**src/rtl/mux_pkg.sv**
```systemverilog
// Shared constants and helpers for the stream multiplexer family.
package mux_pkg;

  localparam int unsigned MODE_SEL = 0;
  localparam int unsigned MODE_RR  = 1;

  // Index width for n channels; never narrower than one bit.
  function automatic int unsigned clog2_min1(input int unsigned n);
    return (n <= 2) ? 1 : $clog2(n);
  endfunction

endpackage

```
**src/rtl/stream_mux_rr_arbiter.sv**
```systemverilog
// Round-robin arbiter: rotating-priority grant with pointer advanced only on accepted transfers.
module rr_arbiter
  import mux_pkg::*;
#(
  parameter  int unsigned N_IN  = 4,
  localparam int unsigned SEL_W = clog2_min1(N_IN)
) (
  input  logic             i_clk,
  input  logic             i_rst,
  input  logic [N_IN-1:0]  i_req,
  input  logic             i_advance,
  input  logic [SEL_W-1:0] i_adv_idx,
  output logic [SEL_W-1:0] o_gnt_idx,
  output logic             o_gnt_valid
);

  logic [SEL_W-1:0] ptr;
  int unsigned      idx;

  // Scan ptr, ptr+1, ... (mod N_IN); first requester wins.
  always_comb begin
    o_gnt_idx   = '0;
    o_gnt_valid = 1'b0;
    idx         = 0;
    for (int unsigned k = 0; k < N_IN; k++) begin
      idx = 32'(ptr) + k;
      if (idx >= N_IN) idx = idx - N_IN;
      if (!o_gnt_valid && i_req[SEL_W'(idx)]) begin
        o_gnt_valid = 1'b1;
        o_gnt_idx   = SEL_W'(idx);
      end
    end
  end

  // Pointer moves past the winner only when its word is actually taken.
  always_ff @(posedge i_clk or posedge i_rst) begin
    if (i_rst) begin
      ptr <= '0;
    end else if (i_advance) begin
      ptr <= (32'(i_adv_idx) == N_IN - 1) ? '0 : i_adv_idx + 1'b1;
    end
  end

endmodule

```
**src/rtl/stream_mux.sv**
```systemverilog
// N-input registered stream multiplexer with external-select or round-robin grant.
module stream_mux
  import mux_pkg::*;
#(
  parameter  int unsigned WIDTH = 32,
  parameter  int unsigned N_IN  = 4,
  parameter  int unsigned MODE  = MODE_SEL,
  localparam int unsigned SEL_W = clog2_min1(N_IN)
) (
  input  logic                  i_clk,
  input  logic                  i_rst,
  input  logic [N_IN-1:0]       i_valid,
  input  logic [N_IN*WIDTH-1:0] i_data,
  output logic [N_IN-1:0]       o_ready,
  input  logic [SEL_W-1:0]      i_sel,
  output logic                  o_valid,
  output logic [WIDTH-1:0]      o_data,
  output logic [SEL_W-1:0]      o_chan,
  input  logic                  i_ready,
  output logic [31:0]           o_count
);

  logic [SEL_W-1:0] grant_idx;
  logic             grant_valid;
  logic             can_load;
  logic             load_ok;
  logic             sel_valid;
  logic [WIDTH-1:0] sel_data;
  logic             in_xfer;

  assign can_load = !o_valid || i_ready;
  assign load_ok  = grant_valid && can_load && !i_rst;
  assign in_xfer  = load_ok && sel_valid;

  generate
    if (MODE == MODE_RR) begin : g_rr
      logic unused_sel;
      assign unused_sel = ^i_sel;

      rr_arbiter #(.N_IN(N_IN)) u_arb (
        .i_clk       (i_clk),
        .i_rst       (i_rst),
        .i_req       (i_valid),
        .i_advance   (in_xfer),
        .i_adv_idx   (grant_idx),
        .o_gnt_idx   (grant_idx),
        .o_gnt_valid (grant_valid)
      );
    end else begin : g_sel
      assign grant_idx   = i_sel;
      assign grant_valid = 32'(i_sel) < N_IN;
    end
  endgenerate

  // Grant mux: route the granted channel and raise its ready; ready ignores that channel's valid.
  always_comb begin
    sel_valid = 1'b0;
    sel_data  = '0;
    o_ready   = '0;
    for (int unsigned k = 0; k < N_IN; k++) begin
      if (grant_idx == SEL_W'(k)) begin
        sel_valid  = i_valid[k];
        sel_data   = i_data[k*WIDTH +: WIDTH];
        o_ready[k] = load_ok;
      end
    end
  end

  // One-stage output register and transfer counter; a held word is never overwritten.
  always_ff @(posedge i_clk or posedge i_rst) begin
    if (i_rst) begin
      o_valid <= 1'b0;
      o_data  <= '0;
      o_chan  <= '0;
      o_count <= '0;
    end else if (in_xfer) begin
      o_valid <= 1'b1;
      o_data  <= sel_data;
      o_chan  <= grant_idx;
      o_count <= o_count + 32'd1;
    end else if (o_valid && i_ready) begin
      o_valid <= 1'b0;
    end
  end

endmodule

```
**config.mk**
```make
export PLATFORM = sky130hd
export DESIGN_NAME = stream_mux
export DESIGN_NICKNAME = d
export VERILOG_FILES = /design/src/rtl/mux_pkg.sv /design/src/rtl/stream_mux_rr_arbiter.sv /design/src/rtl/stream_mux.sv
export SDC_FILE = /design/constraint.sdc
export NUM_CORES = 1
export LEC_CHECK = 0
export CAP_MARGIN = 20
export CELL_PAD_IN_SITES_DETAIL_PLACEMENT = 1
export CELL_PAD_IN_SITES_GLOBAL_PLACEMENT = 1
export CORE_AREA = 3 3 113 115
export DETAILED_ROUTE_END_ITERATION = 16
export DIE_AREA = 0 0 116 118
export PLACE_DENSITY = 0.92
export SLEW_MARGIN = 10
export SYNTH_ARGS = -nofsm -noshare
export SYNTH_HDL_FRONTEND = slang
export SYNTH_SLANG_ARGS = --single-unit
```
**constraint.sdc**
```tcl
create_clock -name i_clk -period 5.6 [get_ports i_clk]
set_input_delay 1.68 -clock i_clk [delete_from_list [all_inputs] [get_ports i_clk]]
set_output_delay 1.68 -clock i_clk [all_outputs]
set_load 0.02 [all_outputs]
```
# Word-level counts from Yosys, hierarchy flattened
# Index checks and enable logic that the tools add are counted.
# W data, S select, Z words.
[word_totals]
ff_bits = 67
in_bits = 137
elab_cells = 30
[classes]
n_addsub = 1
n_eq_ne = 3
n_mux = 14
reduce_logical = 8
[op_table]
columns = ["cell", "count"]
rows = [
  ["$mux W32", 4],
  ["$add A32 B1 Y32 const B", 1],
  ["$mux W1", 10],
  ["$eq A2 B2 Y1 const B", 2],
  ["$logic_and A1 B1 Y1", 3],
  ["$eq A2 B1 Y1 const B", 1],
  ["$logic_not A1 Y1", 2],
  ["$logic_not A2 Y1", 1],
  ["$reduce_bool A2 Y1", 1],
  ["$logic_or A1 B1 Y1", 1],
]

# Longest topological paths before layout
[depth]
ltp_word = 7
depth_mapped = 7
ltp_nobuf = 5

# Worst setup path after synthesis
# Ideal clock, no wire load.
[synth_path]
path_kind = "input to output"
from = "input port i_sel[1]"
to = "output port o_ready[0]"
arrival_time_ns = 2.847
slack_ns = 1.073
path_stages = 3
path_cell_list = "buf_1 -> buf_1 -> nor4_1"
[synth_between]
elab_chain_cells = 2
[synth_rtl]
columns = ["item", "line_no", "text"]
rows = [
  ["start, declared", "stream_mux.sv:15", "input logic [SEL_W-1:0] i_sel,"],
  ["$logic_not A2 Y1", "stream_mux.sv:61", "if (grant_idx == SEL_W'(k)) begin"],
  ["$mux W1", "stream_mux.sv:61", ""],
  ["end, declared", "stream_mux.sv:14", "output logic [N_IN-1:0] o_ready,"],
]
# Every way passes these cells.

# Final worst setup path
[layout_path]
from = "input port i_ready"
to = "output port o_ready[3]"
[layout_between]
elab_chain_cells = 3
[layout_rtl]
columns = ["item", "line_no", "text"]
rows = [
  ["start, declared", "stream_mux.sv:19", "input logic i_ready,"],
  ["$logic_or A1 B1 Y1", "stream_mux.sv:31", "assign can_load = !o_valid || i_ready;"],
  ["$logic_and A1 B1 Y1", "stream_mux.sv:32", "assign load_ok = grant_valid && can_load && !i_rst;"],
  ["$mux W1", "stream_mux.sv:61", ""],
]
# Every way passes these cells.

==> flow_summary.yaml <==
power_and_ir_drop:
  power_density_nw_per_um2: 315
  peakVddDrop_mv: 0.156
  leakagePower_nw: 2.47
logic_synthesis:
  synth_cell_type_count: 31
  synth_area_um2: 3670
  ys.flop_type: "dfrtp_1"
  syn_inst: 273
  synth_most_common_cell: "dfrtp_1"
  synth.largest_area_cell: "dfrtp_1"
  syn_nets: 411
  ys_ff_latch: 67
  synth_top_area_share_pct: 45.6
  ys_seq_area_share_pct: 45.6
  ys_top_cells_by_count: "dfrtp_1 (67), mux2_2 (35), mux4_2 (32), xor2_1 (24), nor2_1 (15)"
  async_flop_share_pct: 100
  avgSynthCellArea_um2: 13.5
  synth_edf_count: 0
  ys_top_cells_by_area: "dfrtp_1 (46%), mux4_2 (20%), mux2_2 (11%)"
  synth_warnings: 0
routing:
  first_iter_violations: 119
  viasPerCell: 5.08
  vias: 3203
  wl_per_cell_um: 19.5
  drcViolationCount: 0
  dr.pass1.iters: 4
  routed_wl_mm: 12.3
  ant_nets: 0
sta:
  worstMarginPinSlew_ns: 1.01
  slew_violations: 0
  min_period_ns: 5.00
  fmaxAchievable_mhz: 200
  rsz0062_at_grt: "no"
  relSlewSlack_pct: 32.9
  fin_tns_setup_ns: 0
  setup_viol: 0
  hold_violations: 0
  fin_skew_ns: 0.00457
  fin_crit_sh_pct: 89.4
clocking:
  cts_tree: "built"
  cts_max_path_buffers: 2
  insertion_delay_ns: 0.33
  post_cts_resized: 0
  h-tree-depth: 3
  hold_buffers: 0
  root_buffer: "clkbuf_16"
  numCtsBuffers: 9
  cts_sinks: 67
  clk_pin_slew_ns: 0.05
  cts_setup_buffers: 0
worst_hold_path:
  whs_path_depth: 1
  hold_class: "reg -> reg"
setup_path:
  slowest_stage: "clkdlybuf4s50_1"
  arrival_ns: 3.32
  cp.depth: 5
  slowest_delay_ns: 0.61
  critPathMaxFanout: 4
  crit_chain: "clkdlybuf4s50_1, nor2b_1, nor2_1, and3_1, clkdlybuf4s50_1"
  reg2reg_depth: 5
  crit_top_cell: "clkdlybuf4s50_1"
  cp-start-kind: "input port"
  path_class: "in -> out"
  crit_buf_inv: 2
  worst_ep_required_time_ns: 3.92
  crit_path_end_kind: "output pin"
  path_delay_family: "buffers and inverters"
grt:
  grt_max_degree: 52
  track_usage_pct: 18.8
  grt_pass1_wl_mm: 19.7
  grt_antenna_before_repair: 1
  grt.overflow.total: 0
  first_global_vias: 3680
floorplan:
  core-area_um2: 11900
  dieArea_um2: 13700
  initial_utilization_pct: 30.8
  io_pins: 208
  die_w_um: 116
  std_cell_rows: 40
  fp.dieH_um: 118
cells_and_area:
  seq_area_um2: 1680
  drive_above_1_share_pct: 19.5
  syn_to_final_growth_pct: 68.3
  final_area_um2: 6180
  final_nets: 616
  fill_cells: 1200
  multi_input_area_um2: 1920
placed_design:
  dpl.hpwl_mm: 10.0
  portBuffers: 207
  placed_area_um2: 5880
  place_congestion: 0.778
flow_run:
  cap_viol_max_count: 0
run_status:
  status: "completed"
==> power breakdown <==
group | switching [mW] | internal (mW)
combinational | 0.318 | 0.386
sequential | 0.0906 | 0.592
clock | 0.197 | 0.366
==> cells by family after synthesis <==
logic type / after synthesis / share of synthesized area [%]
simple gates: 84 / 13.4
xor+xnor: 31 / 7.39
fa+ha+maj: 1 / 0.341
flops: 67 / 45.6
mux: 67 / 30.3
compound gates: 3 / 0.443
buf+inv: 20 / 2.49
==> per-layer routing <==
layer  routed length [um]  global-route usage, %
met1                 4300                   20.4
met2                 6870                   34.2
met3                  812                   4.58
met4                  309                   7.76
met5                    0                      0
==> cell type report <==
cell class | instances | share of cell area, %
Antenna cell | 1 | 0.0405
Sequential cell | 67 | 27.1
Multi-Input combinational cell | 186 | 31.1
Timing Repair Buffer | 211 | 33.8
Tap cell | 147 | 2.97
Inverter | 3 | 0.202
Clock buffer | 13 | 4.21
Clock inverter | 2 | 0.567
==> state kept, by name, summed over array words and instances (netlist names) <==
register,cells
o_count,32
o_data,32
o_chan,2
o_valid,1
==> cells in the final DEF (no fill, tap or decap), drive strengths merged, types with 2 or more instances in the layout <==
| cell | Yosys | layout |
|---|---|---|
| nand4b | 3 | 3 |
| nand4 | 8 | 8 |
| and3 | 2 | 2 |
| nand3 | 13 | 13 |
| xor2 | 24 | 24 |
| nor2 | 15 | 15 |
| clkinv | 0 | 2 |
| mux4 | 32 | 32 |
| nor3b | 2 | 2 |
| mux2 | 35 | 35 |
| clkbuf | 6 | 13 |
| inv | 3 | 2 |
| nand2 | 12 | 12 |
| dfrtp | 67 | 67 |
| buf | 11 | 6 |
| clkdlybuf4s50 | 0 | 205 |
| nand3b | 2 | 2 |
| o21ai | 2 | 2 |
| xnor2 | 7 | 7 |
| nor4 | 9 | 9 |
| nand2b | 2 | 2 |
| nor3 | 12 | 12 |
==> through the flow <==
stage,hold WS (ns),total power [mW],utilization [%],std cells,worst slack [ns]
floorplan,0.578,0.998,-,273,1.07
global placement,0.464,1.37,49.4,614,0.668
detailed placement,0.463,1.40,49.4,614,0.597
CTS,0.477,1.98,51.9,629,0.599
global route,0.504,2.04,51.9,630,0.463
finish,0.471,1.95,51.9,630,0.595
==> worst paths after layout <==
path / to / start / slack (ns)
min in group asynchronous: o_data[3]$_DFFE_PP0P_ / i_rst / 1.96
worst max-delay path: o_ready[3] / i_ready / 0.60
max in group asynchronous: o_data[12]$_DFFE_PP0P_ / i_rst / 2.87
worst max register to register: o_data[17]$_DFFE_PP0P_ / o_valid$_DFFE_PP0P_ / 2.95
worst min register to register: o_count[31]$_DFFE_PP0P_ / o_count[31]$_DFFE_PP0P_ / 0.47
worst min-delay path: o_count[31]$_DFFE_PP0P_ / o_count[31]$_DFFE_PP0P_ / 0.47
Note: power is estimated with default switching activity, not from simulation.
